[config.mk]
export PLATFORM = sky130hd
export DESIGN_NAME = delta_spike_encoder
export DESIGN_NICKNAME = d
export VERILOG_FILES = /design/src/rtl/delta_enc_pkg.sv /design/src/rtl/delta_event_fifo.sv /design/src/rtl/delta_spike_encoder.sv
export SDC_FILE = /design/constraint.sdc
export NUM_CORES = 1
export LEC_CHECK = 0
export CAP_MARGIN = 40
export CORE_ASPECT_RATIO = 2
export CORE_MARGIN = 10
export CORE_UTILIZATION = 35
export DETAILED_ROUTE_END_ITERATION = 8
export GPL_TIMING_DRIVEN = 0
export PLACE_DENSITY = 0.53
export SETUP_SLACK_MARGIN = 0.3
export SLEW_MARGIN = 20
export SYNTH_ARGS = -nofsm -noshare
export SYNTH_HDL_FRONTEND = slang
export SYNTH_SLANG_ARGS = --single-unit
[constraint.sdc]
create_clock -name clk -period 4.7 [get_ports clk]
set_input_delay 0.705 -clock clk [delete_from_list [all_inputs] [get_ports clk]]
set_output_delay 0.705 -clock clk [all_outputs]
set_load 0.03 [all_outputs]
[src/rtl/delta_enc_pkg.sv]
// Shared types and helpers for the multi-channel delta-modulation spike encoder.
// Event polarity, the event record and the threshold compare live here.
package delta_enc_pkg;

   parameter int unsigned CH_W = 2;

   typedef enum logic {
      POL_OFF = 1'b0,
      POL_ON  = 1'b1
   } pol_e;

   typedef struct packed {
      logic [CH_W-1:0] ch;
      pol_e            pol;
   } spike_evt_t;

   // A zero magnitude never spikes, even with a zero threshold.
   function automatic logic thr_hit(input logic [31:0] mag, input logic [31:0] thr);
      return (mag != 32'd0) && (mag >= thr);
   endfunction

endpackage

[src/rtl/delta_event_fifo.sv]
// Synchronous spike-event FIFO with registered storage and wrap-bit pointers.
// dout shows the head entry and stays stable until it is popped.
module delta_event_fifo
   import delta_enc_pkg::*;
#(
   parameter int unsigned DEPTH = 4,
   parameter type         evt_t = spike_evt_t
) (
   input  logic clk,
   input  logic rst_n,
   input  logic push,
   input  evt_t din,
   output logic full,
   input  logic pop,
   output logic empty,
   output evt_t dout
);

   localparam int unsigned AW = $clog2(DEPTH);

   evt_t        mem_q [DEPTH];
   logic [AW:0] wr_q;
   logic [AW:0] rd_q;
   logic        do_push;
   logic        do_pop;

   assign empty   = (wr_q == rd_q);
   assign full    = (wr_q[AW] != rd_q[AW]) && (wr_q[AW-1:0] == rd_q[AW-1:0]);
   assign do_pop  = pop && !empty;
   assign do_push = push && (!full || do_pop);
   assign dout    = mem_q[rd_q[AW-1:0]];

   always_ff @(posedge clk or negedge rst_n) begin
      if (!rst_n) begin
         for (int i = 0; i < DEPTH; i++) begin
            mem_q[i] <= '0;
         end
         wr_q <= '0;
         rd_q <= '0;
      end else begin
         if (do_push) begin
            mem_q[wr_q[AW-1:0]] <= din;
            wr_q                <= wr_q + (AW+1)'(1);
         end
         if (do_pop) begin
            rd_q <= rd_q + (AW+1)'(1);
         end
      end
   end

endmodule

[src/rtl/delta_spike_encoder.sv]
// Multi-channel delta-modulation spike encoder: per-channel prev reference, ON/OFF events into a FIFO.
// Optional DELTA_OFF_SPIKE_EN adds a per-channel mask for OFF events.
module delta_spike_encoder
   import delta_enc_pkg::*;
#(
   parameter  int unsigned N_CH       = 4,
   parameter  int unsigned DATA_W     = 8,
   parameter  int unsigned FIFO_DEPTH = 4,
   localparam int unsigned CH_W       = (N_CH > 1) ? $clog2(N_CH) : 1
) (
   input  logic              clk,
   input  logic              rst_n,
   input  logic [DATA_W-1:0] thr,
   input  logic              in_valid,
   output logic              in_ready,
   input  logic [CH_W-1:0]   in_ch,
   input  logic [DATA_W-1:0] in_data,
   input  logic              load_valid,
   input  logic [CH_W-1:0]   load_ch,
   input  logic [DATA_W-1:0] load_data,
   output logic              out_valid,
   input  logic              out_ready,
   output logic [CH_W-1:0]   out_ch,
   output logic              out_pol,
   input  logic [CH_W-1:0]   prev_rd_ch,
   output logic [DATA_W-1:0] prev_rd_data
`ifdef DELTA_OFF_SPIKE_EN
   ,
   input  logic [N_CH-1:0]   off_spike_en
`endif
);

   typedef struct packed {
      logic [CH_W-1:0] ch;
      pol_e            pol;
   } evt_t;

   logic [DATA_W-1:0]     prev_q [N_CH];
   logic [DATA_W-1:0]     prev_d [N_CH];
   logic [DATA_W-1:0]     prev_sel;
   logic                  in_hit;
   logic                  off_en;
   logic signed [DATA_W:0] diff;
   logic [DATA_W:0]       mag;
   pol_e                  pol;
   logic                  spike;
   logic                  accept;
   logic                  sample_upd;
   logic                  push;
   evt_t                  push_evt;
   evt_t                  head_evt;
   logic                  fifo_full;
   logic                  fifo_empty;

   // Out-of-range channels never match, so they read as no-hit and select zero.
   always_comb begin
      prev_sel     = '0;
      in_hit       = 1'b0;
      off_en       = 1'b0;
      prev_rd_data = '0;
      for (int c = 0; c < N_CH; c++) begin
         if (in_ch == CH_W'(c)) begin
            prev_sel = prev_q[c];
            in_hit   = 1'b1;
`ifdef DELTA_OFF_SPIKE_EN
            off_en   = off_spike_en[c];
`else
            off_en   = 1'b1;
`endif
         end
         if (prev_rd_ch == CH_W'(c)) begin
            prev_rd_data = prev_q[c];
         end
      end
   end

   always_comb begin
      diff       = $signed({1'b0, in_data}) - $signed({1'b0, prev_sel});
      mag        = diff[DATA_W] ? $unsigned(-diff) : $unsigned(diff);
      pol        = diff[DATA_W] ? POL_OFF : POL_ON;
      spike      = thr_hit(32'(mag), 32'(thr));
      accept     = in_valid && !fifo_full;
      sample_upd = accept && in_hit && spike;
      // A masked OFF still moves the reference but never occupies the FIFO.
      push       = sample_upd && ((pol == POL_ON) || off_en);
      push_evt   = '{ch: in_ch, pol: pol};
   end

   // Load is applied after the sample update so it wins a same-channel collision.
   always_comb begin
      prev_d = prev_q;
      for (int c = 0; c < N_CH; c++) begin
         if (sample_upd && (in_ch == CH_W'(c))) begin
            prev_d[c] = in_data;
         end
         if (load_valid && (load_ch == CH_W'(c))) begin
            prev_d[c] = load_data;
         end
      end
   end

   always_ff @(posedge clk or negedge rst_n) begin
      if (!rst_n) begin
         for (int c = 0; c < N_CH; c++) begin
            prev_q[c] <= '0;
         end
      end else begin
         prev_q <= prev_d;
      end
   end

   delta_event_fifo #(
      .DEPTH (FIFO_DEPTH),
      .evt_t (evt_t)
   ) u_fifo (
      .clk   (clk),
      .rst_n (rst_n),
      .push  (push),
      .din   (push_evt),
      .full  (fifo_full),
      .pop   (out_ready),
      .empty (fifo_empty),
      .dout  (head_evt)
   );

   assign in_ready  = !fifo_full;
   assign out_valid = !fifo_empty;
   assign out_ch    = head_evt.ch;
   assign out_pol   = head_evt.pol;

endmodule

# After elaboration in Yosys (flattened, before gate mapping)

Index checks and enable logic that the tools add are counted.

Input bits: 35
Output and inout bits: 13
Word-level logic and storage cells: 93
Register bits: 50

Magnitude comparators: 4
Mux-type cells: 28
Bitwise logic cells: 2
Equality and inequality tests: 12
$add $sub $neg: 4
Reduce and logical (&&, ||, !) cells: 29

Operators with widths:

| cell                | count |
|---|---|
| $mux 8              | 16 |
| $logic_and 1x1->1   | 17 |
| $bwmux 12           | 1 |
| $eq 2x2->1 const B  | 6 |
| $ge 9x8->1          | 1 |
| $mux 3              | 3 |
| $mux 9              | 1 |
| $neg 9->9           | 1 |
| $reduce_bool 9->1   | 1 |
| $sub 8x8->9         | 1 |
| $reduce_bool 2->1   | 4 |
| $add 3x1->3 const B | 2 |
| $bmux 3 s2          | 1 |
| $demux 3 s2         | 1 |
| $eq 2x1->1 const B  | 3 |
| $ge 3x3->1 const B  | 2 |
| $logic_not 2->1     | 3 |
| $not 2->3           | 2 |
| $mux 1              | 5 |
| $eq 3x3->1          | 1 |
| $lt 3x1->1 const B  | 1 |
| $eq 2x2->1          | 1 |
| $logic_not 1->1     | 2 |
| $logic_or 1x1->1    | 2 |
| $ne 1x1->1          | 1 |

# Longest topological paths before layout

Depth after elaboration: 14
Mapped depth: 22
Mapped depth without buffers: 19

# Cells and area by module

A second synthesis with hierarchy kept.

Cells, all modules: 443
Area total of the unflattened synthesis: 4403.0 um^2

By module, submodules not included:

| module              | area an instance (um^2) | seq. area each (um^2) | cells each | instances |
|---|---|---|---|---|
| delta_spike_encoder | 3392.0                  | 800.8                 | 379        | 1 |
| delta_event_fifo    | 1011.0                  | 450.4                 | 64         | 1 |

# Worst setup path after synthesis

No wires, ideal clock.

Path kind: in2reg
Start: in in_ch[0]
End: reg u_fifo.mem_q[0] (netlist name)
Cell stages on the path: 20
Setup slack: -0.712 ns
Setup time: 0.128 ns
Arrival: 5.284 ns
Required time: 4.572 ns
Cell sequence: clkbuf_1 -> clkbuf_1 -> mux4_2 -> inv_1 -> ha_1 -> buf_6 -> a21o_1 -> a21oi_2 -> a21oi_1 -> or2_1 -> buf_6 -> a31oi_1 -> xor2_1 -> ha_1 -> a21o_1 -> a211o_1 -> o221ai_1 -> a21boi_2 -> nand3_4 -> mux2_1

Word-level cells in the longest chain between the ends: 13
Elaborated cells on any way between the ends: 25
Classes of those cells: add/sub (2); order compare (1); eq/ne (3); mux (11); reduce/logical (8)

Ends and longest elaborated chain:

| element                                                | RTL line                  | source |
|---|---|---|
| from (decl)                                            | delta_spike_encoder.sv:16 | `input logic [CH_W-1:0] in_ch,` |
| $logic_not 2->1                                        | delta_spike_encoder.sv:62 | `if (in_ch == CH_W'(c)) begin` |
| $mux 8 (4 in a row)                                    | delta_spike_encoder.sv:62 |  |
| $sub 8x8->9                                            | delta_spike_encoder.sv:78 | `diff = $signed({1'b0, in_data}) - $signed({1'b0, prev_sel});` |
| $neg 9->9                                              | delta_spike_encoder.sv:79 | `mag = diff[DATA_W] ? $unsigned(-diff) : $unsigned(diff);` |
| $mux 9                                                 | delta_spike_encoder.sv:79 |  |
| $ge 9x8->1 / $reduce_bool 9->1 (equally long branches) | delta_enc_pkg.sv:19       | `return (mag != 32'd0) && (mag >= thr);` |
| $logic_and 1x1->1                                      | delta_enc_pkg.sv:19       |  |
| $logic_and 1x1->1                                      | delta_spike_encoder.sv:83 | `sample_upd = accept && in_hit && spike;` |
| $logic_and 1x1->1                                      | delta_spike_encoder.sv:85 | `push = sample_upd && ((pol == POL_ON) \|\| off_en);` |
| $logic_and 1x1->1                                      | delta_event_fifo.sv:30    | `assign do_push = push && (!full \|\| do_pop);` |
| to (signal, indexed assignment)                        | delta_event_fifo.sv:42    | `mem_q[wr_q[AW-1:0]] <= din;` |
| to (decl)                                              | delta_event_fifo.sv:21    | `evt_t mem_q [DEPTH];` |

Parallel ways exist; a longest one is shown, timed or not.
A chain may end at the register's enable or synchronous reset.

# Worst setup path in the final report

Start: in in_ch[0]
End: reg u_fifo.mem_q[2] (netlist name)

Word-level cells in the longest chain between the ends: 13
Elaborated cells on any way between the ends: 24
Classes of those cells: add/sub (2); order compare (1); eq/ne (3); mux (10); reduce/logical (8)

Ends and longest elaborated chain:

| element                                                | RTL line |
|---|---|
| $logic_not 2->1                                        | delta_spike_encoder.sv:62 |
| $mux 8 (4 in a row)                                    | delta_spike_encoder.sv:62 |
| $sub 8x8->9                                            | delta_spike_encoder.sv:78 |
| $neg 9->9                                              | delta_spike_encoder.sv:79 |
| $mux 9                                                 | delta_spike_encoder.sv:79 |
| $ge 9x8->1 / $reduce_bool 9->1 (equally long branches) | delta_enc_pkg.sv:19 |
| $logic_and 1x1->1                                      | delta_enc_pkg.sv:19 |
| $logic_and 1x1->1                                      | delta_spike_encoder.sv:83 |
| $logic_and 1x1->1 (*)                                  | delta_spike_encoder.sv:85 |
| $logic_and 1x1->1 (*)                                  | delta_event_fifo.sv:30 |

Mark *: on every way between the ends. The rest lies on a longest branch, timed or not.

==> impl_metrics.csv <==
group,metric,value,unit
sta,worstMarginPinSlew,716,ps
yosys,ys_top_cells_by_area,"dfrtp_1, mux4_2, nand2_1",
sta,hold_violations,0,
yosys,ys_types,58,
setup_path,reg2regPathDepth,19,
clock_tree,clock-root-buffer,"clkbuf_16",
sta,report.final.slew_viol_count,0,
yosys,postSynthAreaPerCell,9.65,µm²
setup_path,slowest_delay,490,ps
setup_path,reg2reg_slack,380,ps
floorplanning,fp.coreArea,11200,µm²
route,vias,3612,
setup_path,worstSetupStartpointType,"input pin",
clock_tree,cts-hold-fix-buffers,0,
sta,period_needed,4620,ps
power_and_ir_drop,power,4.33,mW
placed_design,portBuffers,41,
yosys,syn-num-nets,469,
route,first_iter_violations,156,
route,routed_wirelength,13400,µm
yosys,synthArstFlopShare,1.00,
global_route,antenna_found_initial,0,
setup_path,slowest_stage,"mux4_2",
floorplanning,num_io_pins,48,
clock_tree,cts_buffers,5,
global_route,grt_usage,0.171,
worst_hold_path,hold_path_class,"input pin to asynchronous set/reset pin",
sta,setup-violations-final,0,
floorplanning,dieHeight,171,µm
sta,clock.fmax,0.216,GHz
flow_run,max_cap_violations,0,
floorplanning,die_w,95.3,µm
setup_path,critPathArrivalTime,4810,ps
global_route,grt_pass1_wl,21200,µm
yosys,netlist_top_cells_count,"nand2_1, dfrtp_1, nand4_1",
yosys,synth-seq-cells,50,
yosys,synth_top_cell_by_area,"dfrtp_1",
yosys,synthFlopType,"dfrtp_1",
yosys,synth_edf_count,0,
run_status,status,"finished clean",
floorplanning,dieArea,16200,µm²
clock_tree,cts_tree,"yes",
route,post_drt_wl_per_cell,21.2,µm
route,viasPerCell,5.71,
setup_path,worst-setup-path-type,"input pin to register",
finish,syn_to_final_growth,37.0,%
yosys,yosysMostFrequentCell,"nand2_1",
setup_path,cp-end-kind,"register",
global_route,grt_max_degree,51,
sta,rsz0062_at_grt,"yes",
power_and_ir_drop,pwr_density_cell,797,nW/µm²
global_route,grt_overflow,0,
clock_tree,cts.sinks,50,
power_and_ir_drop,max-vdd-ir-drop,434,µV
sta,fin_skew,5.39,ps
setup_path,crit_family,"compound AO/OA/AOI/OAI gates",
floorplanning,fp-row-count,55,
yosys,synth_top_area_share,0.315,
clock_tree,clockBufferDepth,2,
yosys,yosys_warnings,0,
yosys,mappedNetlistArea,3970,µm²
global_route,grt_pass1_vias,3843,
sta,slew_headroom,0.523,
finish,layout.nets,548,
route,drt_pass1_iterations,4,
setup_path,critical_path.cell_chain,"clkbuf_16 > clkbuf_16 > buf_12 > mux4_2 > inv_1 > ha_1 > buf_2 > or2_1 > a2111oi_4 > nor4_4 > o21ai_2 > xnor2_2 > ha_1 > a211o_1 > o221ai_4 > a21boi_4 > buf_12 > nand3_4 > mux2_4",
route,drc,0,
setup_path,crit_fanout,9,
clock_tree,path_clk_slew,70,ps
setup_path,worstReg2RegStart,"prev_q[0]$_DFFE_PN0P_",
finish,drive_above_1_share,0.279,
yosys,yosysSeqAreaShare,0.315,
sta,finalCritPeriodShare,0.983,
setup_path,critPathBufInv,6,
setup_path,worstPathRequired,4890,ps
route,ant_nets,0,
clock_tree,h-tree-depth,2,
placed_design,hpwl,9960,µm
yosys,synthCells,411,
placed_design,gp_congestion,0.898,
power_and_ir_drop,p_leak,2.22,nW
finish,fin_util,0.484,
finish,antennaDiodeCount,0,
clock_tree,clock_latency,300,ps
floorplanning,initial_core_util,0.354,
setup_path,reg2reg_to,"u_fifo.mem_q[2]$_DFFE_PN0P_",
[kinds of logic (layout without fill, tap and decap cells)]
| logic type | after synthesis | count (layout) | synth area share |
|---|---|---|---|
| and+or+nand+nor | 170 | 170 | 0.228 |
| AOI/OAI and AO/OA | 71 | 71 | 0.138 |
| DFF | 50 | 50 | 0.315 |
| buffers and inverters | 45 | 125 | 0.0546 |
| muxes | 34 | 34 | 0.150 |
| adders and majority gates | 23 | 23 | 0.0744 |
| xor gates and xnor gates | 18 | 18 | 0.0397 |
[worst max-delay path by stage]
stage	slack, ps	endpoint	start	cells past startpoint
final	80	u_fifo.mem_q[2]$_DFFE_PN0P_	in_ch[0]	19
after global routing	-100	u_fifo.mem_q[2]$_DFFE_PN0P_	in_ch[0]	21
after CTS	-7	u_fifo.mem_q[2]$_DFFE_PN0P_	in_ch[0]	20
after detailed placement	-1430	prev_q[14]$_DFFE_PN0P_	in_ch[1]	18
after global placement	-1370	prev_q[14]$_DFFE_PN0P_	in_ch[1]	18
after floorplan	120	u_fifo.mem_q[0]$_DFFE_PN0P_	in_ch[0]	20
[repair_timing]
item	4_1_cts	5_1_grt
pin swaps	28	22
gates resized for setup	39	17
setup endpoints to repair	47	47
setup buffers	20	6
[sequential cells by signal, indices dropped and copies added (netlist names)]
signal        flops
u_fifo.rd_q       3
u_fifo.mem_q     12
u_fifo.wr_q       3
prev_q           32
[final cells by class]
cell class                 instances  area, µm²
timing repair buffer              72        764
clock buffer                       5        125
fill                            1046       5780
clock inverter                     3       28.8
sequential                        50       1250
multi-input combinational        316       2800
inverter                          19       71.3
tap                              142        178
buffer                            26        211
[cell usage in the layout, fill, tap and decap left out, types with 13 or more instances in the layout]
master and instances:
nand2_1 80, dfrtp_1 50, clkdlybuf4s50_1 38, nand4_1 33
o211ai_1 32, mux4_2 19, ha_1 18, inv_1 17
buf_6 17, mux2_4 13, buf_4 13
[per-stage QoR]
stage                     hold WS (ps)  instances  instance area [µm²]  TNS [ps]  worst slack, ps
after detailed placement           480        599                 4750    -60720            -1430
after CTS                          462        627                 5270     -19.8            -7.12
after global routing               491        633                 5430     -2920            -99.7
final                              440        633                 5430         0             80.0
after floorplan                    409        411                 4120         0              117
after global placement             471        594                 4710    -57270            -1370
[routing by layer]
| layer | GRT usage | routed length [µm] | vias to the layer above | part of all wire |
|---|---|---|---|---|
| li1 | - | - | 1677 | - |
| met1 | 0.176 | 4610 | 1774 | 0.34 |
| met2 | 0.317 | 7700 | 127 | 0.57 |
| met3 | 0.0241 | 609 | 34 | 0.045 |
| met4 | 0.0864 | 497 | 0 | 0.037 |
| met5 | 0 | 0 | - | 0 |
[report_power, final]
part | internal (mW) | switching (mW)
Sequential | 0.643 | 0.162
Combinational | 1.57 | 1.57
Clock | 0.203 | 0.181
Total | 2.42 | 1.91
(Power assumes the default switching activity.)
